### src/rtl/multicycle_controller_if.sv
// Control bundle between the multicycle controller and the RV32I datapath.
// master = controller side, slave = datapath side.
interface multicycle_controller_if;
  logic [6:0] op;
  logic [2:0] funct3;
  logic       zero;
  logic       lt;
  logic       mem_ready;
  logic       mem_req;
  logic       PCWrite;
  logic       AdrSrc;
  logic       MemWrite;
  logic       IRWrite;
  logic [1:0] ResultSrc;
  logic [1:0] ALUSrcA;
  logic [1:0] ALUSrcB;
  logic [2:0] ImmSrc;
  logic [1:0] ALUOp;
  logic       RegWrite;
  logic       illegal;
  logic [3:0] state_o;

  modport master (
    input  op, funct3, zero, lt, mem_ready,
    output mem_req, PCWrite, AdrSrc, MemWrite, IRWrite, ResultSrc, ALUSrcA,
           ALUSrcB, ImmSrc, ALUOp, RegWrite, illegal, state_o
  );

  modport slave (
    output op, funct3, zero, lt, mem_ready,
    input  mem_req, PCWrite, AdrSrc, MemWrite, IRWrite, ResultSrc, ALUSrcA,
           ALUSrcB, ImmSrc, ALUOp, RegWrite, illegal, state_o
  );
endinterface

### src/rtl/multicycle_controller.sv
// Multicycle RV32I control FSM sharing one ALU and one memory port.
// Optional retired-instruction counter enabled by defining MC_INSTRET_EN.
module multicycle_controller #(
    parameter logic [3:0] RESET_STATE = 4'd0
) (
    input logic                   clk,
    input logic                   reset,
    multicycle_controller_if.master bus
`ifdef MC_INSTRET_EN
    ,
    output logic [31:0]           instret
`endif
);

    localparam logic [3:0] S_FETCH    = 4'd0;
    localparam logic [3:0] S_DECODE   = 4'd1;
    localparam logic [3:0] S_MEMADR   = 4'd2;
    localparam logic [3:0] S_MEMREAD  = 4'd3;
    localparam logic [3:0] S_MEMWB    = 4'd4;
    localparam logic [3:0] S_MEMWRITE = 4'd5;
    localparam logic [3:0] S_EXECR    = 4'd6;
    localparam logic [3:0] S_EXECI    = 4'd7;
    localparam logic [3:0] S_ALUWB    = 4'd8;
    localparam logic [3:0] S_BRANCH   = 4'd9;
    localparam logic [3:0] S_JAL      = 4'd10;
    localparam logic [3:0] S_JALR     = 4'd11;
    localparam logic [3:0] S_JALRWB   = 4'd12;
    localparam logic [3:0] S_UIMM     = 4'd13;

    localparam logic [6:0] OP_LOAD  = 7'b0000011;
    localparam logic [6:0] OP_STORE = 7'b0100011;
    localparam logic [6:0] OP_R     = 7'b0110011;
    localparam logic [6:0] OP_I     = 7'b0010011;
    localparam logic [6:0] OP_BR    = 7'b1100011;
    localparam logic [6:0] OP_JAL   = 7'b1101111;
    localparam logic [6:0] OP_JALR  = 7'b1100111;
    localparam logic [6:0] OP_LUI   = 7'b0110111;
    localparam logic [6:0] OP_AUIPC = 7'b0010111;

    logic [3:0] state, next_state;
    logic       op_legal, taken;
    logic       mem_req, adr_src, mem_write, ir_write, reg_write, pc_update, branch;
    logic [1:0] result_src, alu_src_a, alu_src_b, alu_op;
    logic [2:0] imm_src;

    // NOTE: state registers use non-blocking assignments; combinational blocks use blocking ones.
    always_ff @(posedge clk) begin
        if (!reset) state <= RESET_STATE;
        else        state <= next_state;
    end

    always_comb begin
        op_legal = 1'b1;
        case (bus.op)
            OP_LOAD, OP_STORE, OP_R, OP_I, OP_BR,
            OP_JAL, OP_JALR, OP_LUI, OP_AUIPC: op_legal = 1'b1;
            default:                          op_legal = 1'b0;
        endcase
    end

    always_comb begin
        taken = 1'b0;
        case (bus.funct3)
            3'b000:  taken = bus.zero;
            3'b001:  taken = !bus.zero;
            3'b100:  taken = bus.lt;
            3'b101:  taken = !bus.lt;
            default: taken = 1'b0;
        endcase
    end

    always_comb begin
        next_state = state;
        case (state)
            S_FETCH:    if (bus.mem_ready) next_state = S_DECODE;
            S_DECODE: begin
                case (bus.op)
                    OP_LOAD, OP_STORE: next_state = S_MEMADR;
                    OP_R:              next_state = S_EXECR;
                    OP_I:              next_state = S_EXECI;
                    OP_BR:             next_state = S_BRANCH;
                    OP_JAL:            next_state = S_JAL;
                    OP_JALR:           next_state = S_JALR;
                    OP_LUI, OP_AUIPC:  next_state = S_UIMM;
                    default:           next_state = S_FETCH;
                endcase
            end
            S_MEMADR:   next_state = (bus.op == OP_STORE) ? S_MEMWRITE : S_MEMREAD;
            S_MEMREAD:  if (bus.mem_ready) next_state = S_MEMWB;
            S_MEMWRITE: if (bus.mem_ready) next_state = S_FETCH;
            S_EXECR, S_EXECI, S_JAL, S_UIMM:  next_state = S_ALUWB;
            S_JALR:     next_state = S_JALRWB;
            S_MEMWB, S_ALUWB, S_BRANCH, S_JALRWB: next_state = S_FETCH;
            default:    next_state = S_FETCH;
        endcase
    end

    // NOTE: every output gets a default first, so no path through the case can infer a latch.
    always_comb begin
        mem_req = 1'b0; adr_src = 1'b0; mem_write = 1'b0; ir_write = 1'b0;
        reg_write = 1'b0; pc_update = 1'b0; branch = 1'b0;
        result_src = 2'b00; alu_src_a = 2'b00; alu_src_b = 2'b00;
        alu_op = 2'b00; imm_src = 3'b000;
        if (reset) begin
            case (state)
                S_FETCH: begin
                    mem_req = 1'b1; alu_src_b = 2'b10; result_src = 2'b10;
                    ir_write = bus.mem_ready; pc_update = bus.mem_ready;
                end
                S_DECODE: begin
                    alu_src_a = 2'b01; alu_src_b = 2'b01; imm_src = 3'b010;
                end
                S_MEMADR: begin
                    alu_src_a = 2'b10; alu_src_b = 2'b01;
                    imm_src = (bus.op == OP_STORE) ? 3'b001 : 3'b000;
                end
                S_MEMREAD:  begin mem_req = 1'b1; adr_src = 1'b1; end
                S_MEMWB:    begin result_src = 2'b01; reg_write = 1'b1; end
                S_MEMWRITE: begin mem_req = 1'b1; adr_src = 1'b1; mem_write = 1'b1; end
                S_EXECR:    begin alu_src_a = 2'b10; alu_op = 2'b10; end
                S_EXECI:    begin alu_src_a = 2'b10; alu_src_b = 2'b01; alu_op = 2'b10; end
                S_ALUWB:    reg_write = 1'b1;
                S_BRANCH:   begin alu_src_a = 2'b10; alu_op = 2'b01; branch = 1'b1; end
                // ALUOut still holds the DECODE target while the ALU forms the link value.
                S_JAL:      begin alu_src_a = 2'b01; alu_src_b = 2'b10; pc_update = 1'b1; end
                S_JALR: begin
                    alu_src_a = 2'b10; alu_src_b = 2'b01; result_src = 2'b10; pc_update = 1'b1;
                end
                S_JALRWB: begin
                    alu_src_a = 2'b01; alu_src_b = 2'b10; result_src = 2'b10; reg_write = 1'b1;
                end
                S_UIMM: begin
                    alu_src_a = (bus.op == OP_LUI) ? 2'b11 : 2'b01;
                    alu_src_b = 2'b01; imm_src = 3'b100;
                end
                default: ;
            endcase
        end
    end

    assign bus.mem_req   = mem_req;
    assign bus.AdrSrc    = adr_src;
    assign bus.MemWrite  = mem_write;
    assign bus.IRWrite   = ir_write;
    assign bus.RegWrite  = reg_write;
    assign bus.PCWrite   = pc_update | (branch & taken);
    assign bus.ResultSrc = result_src;
    assign bus.ALUSrcA   = alu_src_a;
    assign bus.ALUSrcB   = alu_src_b;
    assign bus.ALUOp     = alu_op;
    assign bus.ImmSrc    = imm_src;
    assign bus.illegal   = reset && (state == S_DECODE) && !op_legal;
    assign bus.state_o   = state;

`ifdef MC_INSTRET_EN
    // DECODE only falls back to FETCH for an illegal opcode, which must not retire.
    logic retire;
    assign retire = (state != S_FETCH) && (state != S_DECODE) && (next_state == S_FETCH);

    always_ff @(posedge clk) begin
        if (!reset)      instret <= '0;
        else if (retire) instret <= instret + 32'd1;
    end
`endif

endmodule
### src/flat_wrapper.sv
// flat-port wrapper written by rule: the top's interface ports become plain ports
module multicycle_controller_flat 
#(
    parameter logic [3:0] RESET_STATE = 4'd0
)
  (clk, reset, bus_op, bus_funct3, bus_zero, bus_lt, bus_mem_ready, bus_mem_req, bus_PCWrite, bus_AdrSrc, bus_MemWrite, bus_IRWrite, bus_ResultSrc, bus_ALUSrcA, bus_ALUSrcB, bus_ImmSrc, bus_ALUOp, bus_RegWrite, bus_illegal, bus_state_o);
  multicycle_controller_if bus_i ();
  input logic clk;
  input logic reset;
  input wire logic [$bits(bus_i.op)-1:0] bus_op;
  input wire logic [$bits(bus_i.funct3)-1:0] bus_funct3;
  input wire logic [$bits(bus_i.zero)-1:0] bus_zero;
  input wire logic [$bits(bus_i.lt)-1:0] bus_lt;
  input wire logic [$bits(bus_i.mem_ready)-1:0] bus_mem_ready;
  output wire logic [$bits(bus_i.mem_req)-1:0] bus_mem_req;
  output wire logic [$bits(bus_i.PCWrite)-1:0] bus_PCWrite;
  output wire logic [$bits(bus_i.AdrSrc)-1:0] bus_AdrSrc;
  output wire logic [$bits(bus_i.MemWrite)-1:0] bus_MemWrite;
  output wire logic [$bits(bus_i.IRWrite)-1:0] bus_IRWrite;
  output wire logic [$bits(bus_i.ResultSrc)-1:0] bus_ResultSrc;
  output wire logic [$bits(bus_i.ALUSrcA)-1:0] bus_ALUSrcA;
  output wire logic [$bits(bus_i.ALUSrcB)-1:0] bus_ALUSrcB;
  output wire logic [$bits(bus_i.ImmSrc)-1:0] bus_ImmSrc;
  output wire logic [$bits(bus_i.ALUOp)-1:0] bus_ALUOp;
  output wire logic [$bits(bus_i.RegWrite)-1:0] bus_RegWrite;
  output wire logic [$bits(bus_i.illegal)-1:0] bus_illegal;
  output wire logic [$bits(bus_i.state_o)-1:0] bus_state_o;
  assign bus_i.op = bus_op;
  assign bus_i.funct3 = bus_funct3;
  assign bus_i.zero = bus_zero;
  assign bus_i.lt = bus_lt;
  assign bus_i.mem_ready = bus_mem_ready;
  assign bus_mem_req = bus_i.mem_req;
  assign bus_PCWrite = bus_i.PCWrite;
  assign bus_AdrSrc = bus_i.AdrSrc;
  assign bus_MemWrite = bus_i.MemWrite;
  assign bus_IRWrite = bus_i.IRWrite;
  assign bus_ResultSrc = bus_i.ResultSrc;
  assign bus_ALUSrcA = bus_i.ALUSrcA;
  assign bus_ALUSrcB = bus_i.ALUSrcB;
  assign bus_ImmSrc = bus_i.ImmSrc;
  assign bus_ALUOp = bus_i.ALUOp;
  assign bus_RegWrite = bus_i.RegWrite;
  assign bus_illegal = bus_i.illegal;
  assign bus_state_o = bus_i.state_o;
  multicycle_controller #(.RESET_STATE(RESET_STATE)) u_core (.clk(clk), .reset(reset), .bus(bus_i));
endmodule
### config.mk
export PLATFORM = sky130hd
export DESIGN_NAME = multicycle_controller_flat
export DESIGN_NICKNAME = d
export VERILOG_FILES = /design/src/rtl/multicycle_controller_if.sv /design/src/rtl/multicycle_controller.sv /design/src/flat_wrapper.sv
export SDC_FILE = /design/constraint.sdc
export NUM_CORES = 1
export LEC_CHECK = 0
export ABC_AREA = 1
export ABC_CLOCK_PERIOD_IN_PS = 1700
export CORE_MARGIN = 5
export CORE_UTILIZATION = 37
export CTS_CLUSTER_DIAMETER = 30
export DETAILED_ROUTE_END_ITERATION = 12
export PLACE_DENSITY = 0.9
export SLEW_MARGIN = 30
export SYNTH_ARGS = -nofsm -noshare
export SYNTH_HDL_FRONTEND = slang
export SYNTH_SLANG_ARGS = --single-unit
export TNS_END_PERCENT = 30
### constraint.sdc
create_clock -name clk -period 1.7 [get_ports clk]
set_clock_uncertainty 0.05 [all_clocks]
set_input_delay 0.34 -clock clk [delete_from_list [all_inputs] [get_ports clk]]
set_output_delay 0.34 -clock clk [all_outputs]
set_load 0.1 [all_outputs]
==> impl_results.md, run 1 <==
- Initial core utilization: 40.1%
- Number of gates given a new drive strength after cts: 76
- Err: [ERROR DPL-0038] Utilization greater than 100%, impossible to legalize
- Share of synthesized area occupied by flip-flops and latches: 12.8%
- Die width: 51.1 µm
- RePlAce Congestion: 0.922
- Dominant combinational cell family by area after synthesis: simple AND/OR/NAND/NOR gates
- Area contributors post-synth: sky130_fd_sc_hd__nand2_1, sky130_fd_sc_hd__dfxtp_1, sky130_fd_sc_hd__inv_1
- Synth Area in Compound Gates: 21.0%
- Std cell rows: 14
- Number of clock sinks: 4
- Synthesized-area fraction occupied by and/or/nand/nor cells: 49.2%
- Synthesis Warnings: 0
- Number of placed cells counting well taps: 184
- Mapped Area: 626 µm²
- Top Ports: 37
- Post-CTS Hold Buffers: 0
- Top-area cell type share of the netlist area: 13.2%
- Synth cell types: 27
- DP HPWL: 3160 µm
- Result of the run: aborted with a tool error
- Number of nets in the synthesized netlist: approximately 130
- Flops & latches, synth: 4
- Post-synthesis mux area share: 0%
- TritonCTS buffer count: 3
- Number of port buffers: 36
- Post-synthesis cell count: 112
- Cell type contributing the most total cell area after synthesis: sky130_fd_sc_hd__nand2_1
- Maximum level of the CTS H-tree: 1
- Post-synthesis xor/xnor area fraction: 1.40%
- Failed at: 4_1_cts
- Postcts setup bufs: 11
- DP Area: 1520 µm²
- Average footprint of a synthesized cell: 5.59 µm²
- CTS Buffer Depth: 2
- Die Y: 51.1 µm
- Adder-cell share of the synthesized area: 0%
- Clock tree root driver cell: sky130_fd_sc_hd__clkbuf_4
[synthesized netlist by cell type]
master / number
sky130_fd_sc_hd__nor4_1: 2
sky130_fd_sc_hd__a21oi_1: 9
sky130_fd_sc_hd__nand3_1: 5
sky130_fd_sc_hd__nand2_1: 22
sky130_fd_sc_hd__dfxtp_1: 4
sky130_fd_sc_hd__clkinv_1: 1
sky130_fd_sc_hd__o221ai_1: 1
sky130_fd_sc_hd__nor2_2: 2
sky130_fd_sc_hd__o22ai_1: 2
sky130_fd_sc_hd__nor3_1: 4
sky130_fd_sc_hd__nand3b_1: 1
sky130_fd_sc_hd__a21oi_2: 1
sky130_fd_sc_hd__inv_1: 18
sky130_fd_sc_hd__nand3_2: 2
sky130_fd_sc_hd__nor4_2: 1
sky130_fd_sc_hd__inv_2: 3
sky130_fd_sc_hd__nor3_2: 1
sky130_fd_sc_hd__nor2_1: 14
sky130_fd_sc_hd__nand4_1: 1
sky130_fd_sc_hd__xor2_1: 1
sky130_fd_sc_hd__a221oi_1: 1
sky130_fd_sc_hd__a31oi_1: 2
sky130_fd_sc_hd__buf_6: 1
sky130_fd_sc_hd__nor2_4: 3
sky130_fd_sc_hd__nand2_2: 2
sky130_fd_sc_hd__o21ai_0: 7
sky130_fd_sc_hd__clkbuf_1: 1
[per-stage QoR]
stage	worst slack (ps)	utilization, %
after floorplan	-1140	-
after global placement	-408	97.2
after detailed placement	-468	97.2
[logic make-up after synthesis]
| group | count (synthesis) |
|---|---|
| AOI/OAI and AO/OA | 23 |
| and+or+nand+nor | 60 |
| DFF | 4 |
| buffers and inverters | 24 |
| xor gates and xnor gates | 1 |
==> inputs of run 2 (changes only) <==
--- a/config.mk
+++ b/config.mk
@@ -7,11 +7,10 @@
 export LEC_CHECK = 0
 export ABC_AREA = 1
 export ABC_CLOCK_PERIOD_IN_PS = 1700
-export CORE_MARGIN = 5
-export CORE_UTILIZATION = 37
-export CTS_CLUSTER_DIAMETER = 30
+export CORE_AREA = 5 5 66 68
 export DETAILED_ROUTE_END_ITERATION = 12
-export PLACE_DENSITY = 0.9
+export DIE_AREA = 0 0 71 73
+export PLACE_DENSITY_LB_ADDON = 0.15
 export SLEW_MARGIN = 30
 export SYNTH_ARGS = -nofsm -noshare
 export SYNTH_HDL_FRONTEND = slang
==> run 2 against run 1 <==
Net effect: the flow now finishes, with violations (negative setup slack); synthesized area stayed put; synthesized cell count stayed put.
==> impl_results.md, run 2 <==
- RePlAce Congestion: 0.830 (was 0.922)
- Leakage dissipation: 0.866 nW
- Largest net degree at the start of global routing: 10
- Via density per instance: 4.49
- Number of clock sinks: 4 (unchanged)
- Worst-margin pin slew: about 310 ps
- Number of port buffers: 36 (unchanged)
- Violated checks: negative setup slack
- Worst setup slack for register-to-register paths: about 40 ps
- Antenna violations before repair: 0
- Required arrival time at the worst endpoint: 1310 ps
- Total design power: ~0.85 mW
- Aggregate global routing overflow: 0
- Final Instance Area: 1990 µm²
- Clock tree root driver cell: sky130_fd_sc_hd__clkbuf_8 (was sky130_fd_sc_hd__clkbuf_4)
- Drc violations: 0
- Number of filler cells placed in the layout: about 370
- Synthesis-to-finish area growth: 218%
- Hold path startpoint: u_core.bus.state_o[2]
- Share of final-layout standard cells stronger than drive strength 1: 75.8%
- Std cell rows: 23 (was 14)
- Startpoint Class: flip-flop
- Number of nets in the synthesized netlist: 127 (unchanged)
- First-pass GRT wire length: 5080 µm
- Max stage delay cell, worst path: sky130_fd_sc_hd__dfxtp_4
- Max-cap viol count: 0
- Mapped Area: 626 µm² (unchanged)
- Number of placed cells counting well taps: 226 (was 184)
- Max reg flops: 4
- Total inserted antenna cells: 0
- Die ar.: 5180 µm²
- Die width: 71 µm (was 51.1 µm)
- Number of global-route vias before repair: around 1,100
- Count of antenna-violating nets left after detailed routing: 0
- Flops & latches, synth: 4 (unchanged)
- Top library cells by usage in the layout, fill and taps aside: sky130_fd_sc_hd__buf_4, sky130_fd_sc_hd__buf_12, sky130_fd_sc_hd__nand2_1
- Slowest Stage Delay on Critical Path: roughly 410 ps
- Worst Setup Slack post-DPL: -419 ps (was -468 ps)
- Largest voltage drop on the vdd net: 0.148 mV
- Setup repair after global routing missed its margin: yes
- Global-route usage over all layers: 12.2%
- Leading cell type in the layout, fill and taps excluded: sky130_fd_sc_hd__buf_4
- Top Ports: 37 (unchanged)
- Power density relative to cell area: 426 nW/µm²
- Cell type contributing the most total cell area after synthesis: sky130_fd_sc_hd__nand2_1 (unchanged)
- Worst-Skew Late Latency: between 200 and 250 ps
- Ordered cell list for the critical path: inv_6 > buf_6 > nor2_4 > nand3_4 > nand3_2 > nand2_2 > inv_2 > buf_12
- Average footprint of a synthesized cell: 5.59 µm² (unchanged)
- Smallest setup slack after layout: -202 ps
- Top FF cell, synth: sky130_fd_sc_hd__dfxtp_1 (unchanged)
- Share of synthesized area occupied by flip-flops and latches: 12.8% (unchanged)
- End point of the worst hold path: u_core.bus.state_o[2]
- R2r startpoint: u_core.bus.state_o[2]
- CTS Buffer Depth: 2 (unchanged)
- Count of final setup violators: 16
- Type of the worst setup path: reg -> out
- Top-area cell type share of the netlist area: 13.2% (unchanged)
- Worst min path class: reg -> reg
- Maximum level of the CTS H-tree: 1 (unchanged)
- Final count of pins violating max slew: 0
- Worst hold slack across all endpoints: 646 ps
- Synth cell types: 27 (unchanged)
- Synthesis Warnings: 0 (unchanged)
- Depth of the most critical reg-to-reg path: 9
- Non-filler instance count after layout: 248
- Total core area: roughly 3800 µm²
- Maximum fanout count along the critical path: 5
- Via count: 1,114
- Fin. Hold Viols: 0
- Average routed wire per standard cell: 13.7 µm
- Routed WL: 3390 µm
- WP data arrival: 1510 ps
- Number of stages on the worst hold path: 3
- Die Y: 73 µm (was 51.1 µm)
- Post-synthesis cell count: 112 (unchanged)
- DRC violation total after the first TritonRoute iteration: 44
- Post-CTS Hold Buffers: 0 (unchanged)
- Endpoint of the worst register-to-register path: u_core.bus.state_o[1]
- DP Area: 1620 µm² (was 1520 µm²)
- Reg clk slew, reported paths: 30 ps
- CTS tree: built
- Achievable clock frequency: about 0.53 GHz
- TritonCTS buffer count: 3 (unchanged)
- Area contributors post-synth: sky130_fd_sc_hd__nand2_1, sky130_fd_sc_hd__dfxtp_1, sky130_fd_sc_hd__inv_1 (unchanged)
- Endpoint type of the worst setup path: output port
- Initial core utilization: 16.5% (was 40.1%)
- Worst rel slew slack: between 70 and 80%
- Min Tclk post-route: 1900 ps
- Top cell types by occurrence after synthesis: sky130_fd_sc_hd__nand2_1, sky130_fd_sc_hd__inv_1, sky130_fd_sc_hd__nor2_1, sky130_fd_sc_hd__a21oi_1, sky130_fd_sc_hd__o21ai_0 (unchanged)
- DP HPWL: 2340 µm (was 3160 µm)
- Share of the clock period used by the worst path: 112%
- Final Net Count: 215
- Result of the run: finished, violations left (was aborted with a tool error)
- Post-synth EDFFs: 0 (unchanged)
- Async set-reset flop share out of synthesis: 0% (unchanged)
- First-pass iteration count of the detailed router: 4
- Most frequent cell after synthesis: sky130_fd_sc_hd__nand2_1 (unchanged)
[run 2: critical path: cells and delay by family (launching register included)]
kind,cells,cell delay (ps)
buffers and inverters,4,390
DFF,1,410
and+or+nand+nor,4,470
[run 2: kinds of logic (layout without fill, tap and decap cells)]
group	count (synthesis)	in the layout	share of synthesized area (%)
XOR/XNOR	1	1	1.40
flip-flops	4	4	12.8
AND/OR/NAND/NOR	60	60	49.2
buffers and inverters	24	110	15.6
AO/OA/AOI/OAI	23	23	21.0
[run 2: metrics by stage]
stage / utilization (%) / setup TNS [ps]
after floorplan: - / -11780
after global placement: 42.6 / -5010
final: 52.4 / -2160
after detailed placement: 42.6 / -5210
after CTS: 49.2 / -2480
after global routing: 52.4 / -3230
[run 2: how the worst max path moves through the flow]
stage | startpoint | end | slack (ps)
after floorplan | u_core.bus.state_o[3] | bus_ALUSrcA[1] | -1140
after global placement | reset | bus_PCWrite | -390
after detailed placement | reset | bus_PCWrite | -420
after CTS | u_core.bus.state_o[3] | bus_illegal | -210
after global routing | u_core.bus.state_o[2] | bus_mem_req | -270
final | u_core.bus.state_o[2] | bus_mem_req | -200
[run 2: cell type report]
cell class                      count  area [µm²]  share of cell area [%]
Clock buffer                        3        41.3                    2.08
Inverter                           22        98.8                    4.97
Sequential cell                     4        95.1                    4.78
Timing Repair Buffer               85         971                    48.8
Tap cell                           50        62.6                    3.14
Multi-Input combinational cell     84         721                    36.2
[run 2: metal layers]
metal	track usage [%]	wire length [µm]	part of all wire (%)
met3	1.65	109	3.2
met5	0	0	0
met2	22.7	1820	54
met4	5.01	110	3.2
met1	14.1	1350	40
[run 2: power breakdown]
part	switching, mW	internal [mW]	total, mW
combinational	0.326	0.217	0.543
clock	0.0473	0.151	0.198
sequential	0.0128	0.0949	0.108
total	0.386	0.462	0.848
[run 2: what timing repair did]
| item | in CTS | in global routing |
|---|---|---|
| setup buffers | 12 | 9 |
| pin swaps | 14 | 17 |
| endpoints found under the setup margin | 20 | 20 |
| hold endpoints to repair | 0 | 0 |
| gates resized for setup | 56 | 32 |
No activity file was read; power rests on OpenSTA's default activity.
==> inputs of run 3 (changes only) <==
--- a/config.mk
+++ b/config.mk
@@ -10,6 +10,7 @@
 export CORE_AREA = 5 5 66 68
 export DETAILED_ROUTE_END_ITERATION = 12
 export DIE_AREA = 0 0 71 73
+export GPL_ROUTABILITY_DRIVEN = 0
 export PLACE_DENSITY_LB_ADDON = 0.15
 export SLEW_MARGIN = 30
 export SYNTH_ARGS = -nofsm -noshare
==> results of run 3 <==
No change in the layout: final DEF, timing and power equal those of run 2.
==> inputs of run 4 (changes only) <==
==> constraint.sdc (replaced) <==
create_clock -name clk -period 1.7 [get_ports clk]
set_clock_uncertainty 0.05 [all_clocks]
set_input_delay 0.34 -clock clk [delete_from_list [all_inputs] [get_ports clk]]
set_output_delay 0.34 -clock clk [all_outputs]
set_load 0.005 [all_outputs]
==> run 4 against run 3 <==
Net effect: the flow still finishes with violations (negative setup slack); sequential cell count stayed put; critical path depth is 1 lower; utilization down 9.8 points; global-route usage decreased by 0.35 points; cell area fell by 19%; largest cell class unchanged.
==> impl_results.md, run 4 (synthesis results as in run 2) <==
- DP HPWL: 2220 µm (was 2340 µm)
- Share of final-layout standard cells stronger than drive strength 1: 61.8% (was 75.8%)
- Routed WL: 2940 µm (was 3390 µm)
- Number of filler cells placed in the layout: 416 (was 365)
- DRC violation total after the first TritonRoute iteration: 17 (was 44)
- Startpoint Class: flip-flop (unchanged)
- WP data arrival: 1440 ps (was 1510 ps)
- Largest net degree at the start of global routing: 8 (was 10)
- Required arrival time at the worst endpoint: 1310 ps (about the same)
- Clock share of power: 35.8% (was 23.3%)
- Leading cell type in the layout, fill and taps excluded: sky130_fd_sc_hd__buf_4 (unchanged)
- TritonCTS buffer count: 3 (unchanged)
- Setup repair after global routing missed its margin: yes (unchanged)
- CTS Buffer Depth: 2 (unchanged)
- Number of port buffers: 36 (unchanged)
- Top Ports: 37 (unchanged)
- Share of power burned in registers: 17.7% (was 12.7%)
- Std cell rows: 23 (unchanged)
- Maximum level of the CTS H-tree: 1 (unchanged)
- Initial core utilization: 16.5% (unchanged)
- Type of the worst setup path: reg -> out (unchanged)
- Count of final setup violators: 12 (was 16)
- Global-route usage over all layers: 11.9% (was 12.2%)
- Result of the run: finished, violations left (unchanged)
- Leakage dissipation: 0.790 nW (was 0.866 nW)
- Maximum fanout count along the critical path: 4 (was 5)
- Fin. Hold Viols: 0 (unchanged)
- Endpoint of the worst register-to-register path: u_core.bus.state_o[2] (was u_core.bus.state_o[1])
- Smallest setup slack after layout: -130 ps (was -202 ps)
- Post-CTS Hold Buffers: 0 (unchanged)
- Final Net Count: 221 (was 215)
- Endpoint type of the worst setup path: output port (unchanged)
- Reg clk slew, reported paths: 40 ps (was 30 ps)
- Violated checks: negative setup slack (unchanged)
- Number of clock sinks: 4 (unchanged)
- Worst-Skew Late Latency: 220 ps (about the same)
- Count of antenna-violating nets left after detailed routing: 0 (unchanged)
- End point of the worst hold path: u_core.bus.state_o[0] (was u_core.bus.state_o[2])
- Die Y: 73 µm (unchanged)
- Average routed wire per standard cell: 11.6 µm (was 13.7 µm)
- Max reg flops: 4 (unchanged)
- First-pass GRT wire length: 4980 µm (was 5080 µm)
- Top library cells by usage in the layout, fill and taps aside: sky130_fd_sc_hd__buf_4, sky130_fd_sc_hd__nand2_1, sky130_fd_sc_hd__inv_1, sky130_fd_sc_hd__buf_2 (was sky130_fd_sc_hd__buf_4, sky130_fd_sc_hd__buf_12, sky130_fd_sc_hd__nand2_1)
- Worst min path class: reg -> reg (unchanged)
- Core utilization of the finished layout: 42.6% (was 52.4%)
- Number of stages on the worst hold path: 5 (was 3)
- Total inserted antenna cells: 0 (unchanged)
- Clock tree root driver cell: sky130_fd_sc_hd__clkbuf_8 (unchanged)
- Power density relative to cell area: 356 nW/µm² (was 426 nW/µm²)
- Aggregate global routing overflow: 0 (unchanged)
- Int Power: 0.387 mW (was 0.462 mW)
- Met2 wire length: 1550 µm (was 1820 µm)
- Via density per instance: 4.26 (was 4.49)
- Net Switching: 0.189 mW (was 0.386 mW)
- Hold path startpoint: u_core.bus.state_o[0] (was u_core.bus.state_o[2])
- Synthesis-to-finish area growth: 159% (was 218%)
- Met1 Routed Length: 1110 µm (was 1350 µm)
- Share of the clock period used by the worst path: 108% (was 112%)
- CTS tree: built (unchanged)
- Number of placed cells counting well taps: 233 (was 226)
- Proportion of total power due to net switching: 32.8% (was 45.5%)
- Worst-margin pin slew: 248 ps (was 311 ps)
- Antenna violations before repair: 0 (unchanged)
- DR WL met3: 211 µm (was 109 µm)
- Worst rel slew slack: 83.3% (was 79.1%)
- Die width: 71 µm (unchanged)
- Number of global-route vias before repair: 1,180 (was 1,102)
- Die ar.: 5180 µm² (unchanged)
- Min Tclk post-route: 1830 ps (was 1900 ps)
- Largest voltage drop on the vdd net: 0.215 mV (was 0.148 mV)
- Non-filler instance count after layout: 254 (was 248)
- Highest routed metal layer: met4 (unchanged)
- R2r startpoint: u_core.bus.state_o[0] (was u_core.bus.state_o[2])
- First-pass iteration count of the detailed router: 4 (unchanged)
- Via count: 1,083 (was 1,114)
- Drc violations: 0 (unchanged)
- Final count of pins violating max slew: 0 (unchanged)
- Max-cap viol count: 0 (unchanged)
- Achievable clock frequency: 0.547 GHz (was 0.526 GHz)
- Depth of the most critical reg-to-reg path: 10 (was 9)
- Proportion of power drawn by combinational gates: 46.5% (was 64.0%)
- Total core area: 3800 µm² (unchanged)
- Worst setup slack for register-to-register paths: 160 ps (was 40 ps)
run 4: worst max-delay path, stage by stage, from the launching register on:
cell and delay, ps:
sky130_fd_sc_hd__dfxtp_4 340, sky130_fd_sc_hd__inv_4 100, sky130_fd_sc_hd__buf_4 130, sky130_fd_sc_hd__nor2_4 40, sky130_fd_sc_hd__buf_4 140, sky130_fd_sc_hd__a221oi_4 270, sky130_fd_sc_hd__o21ai_1 90, sky130_fd_sc_hd__buf_2 130
run 4: power by group through the flow:
stage | clock network [mW] | logic, mW | registers (mW)
after global routing | 0.217 | 0.297 | 0.103
final | 0.206 | 0.268 | 0.102
after CTS | 0.209 | 0.264 | 0.102
after detailed placement | 0 | 0.238 | 0.105
after global placement | 0 | 0.238 | 0.105
after floorplan | 0 | 0.0869 | 0.106
run 4: worst max-delay path by stage:
stage	cells past startpoint	slack (ps)	endpoint	start
floorplan	6	180	bus_illegal	u_core.bus.state_o[1]
global placement	5	-720	bus_illegal	reset
detailed placement	7	-720	bus_PCWrite	reset
CTS	8	-160	bus_ResultSrc[0]	u_core.bus.state_o[2]
global route	8	-230	bus_PCWrite	u_core.bus.state_o[2]
finish	7	-130	bus_ALUSrcA[1]	u_core.bus.state_o[2]
run 4: per-layer routing:
metal  GRT usage [%]  vias to the layer above
li1                -                      556
met2            23.7                       44
met1            11.7                      477
met3            3.03                        6
met5               0                        -
met4            4.18                        0
run 4: final cells by class:
class                      count  area [µm²]  share of cell area (%)
sequential                     4        92.6                    5.72
tap                           50        62.6                    3.87
inverter                      22        91.3                    5.65
timing repair buffer          91         732                    45.2
clock buffer                   3        41.3                    2.55
multi-input combinational     84         598                    37.0
run 4: metrics by stage:
step	hold WS [ps]	area [µm²]	setup slack [ps]	total power, mW	TNS [ps]
2_1_floorplan	500	626	176	0.193	0
3_3_place_gp	644	1310	-716	0.343	-9770
3_5_place_dp	638	1310	-720	0.343	-9550
4_1_cts	674	1600	-157	0.574	-1560
5_1_grt	725	1620	-227	0.616	-2390
6_report	679	1620	-130	0.575	-1050
run 4: repair_timing:
item | 4_1_cts | 5_1_grt
resized for setup | 118 | 17
buffers inserted | 16 | 2
gates cloned | 0 | 0
pin swaps | 18 | 11
setup endpoints to repair | 19 | 19
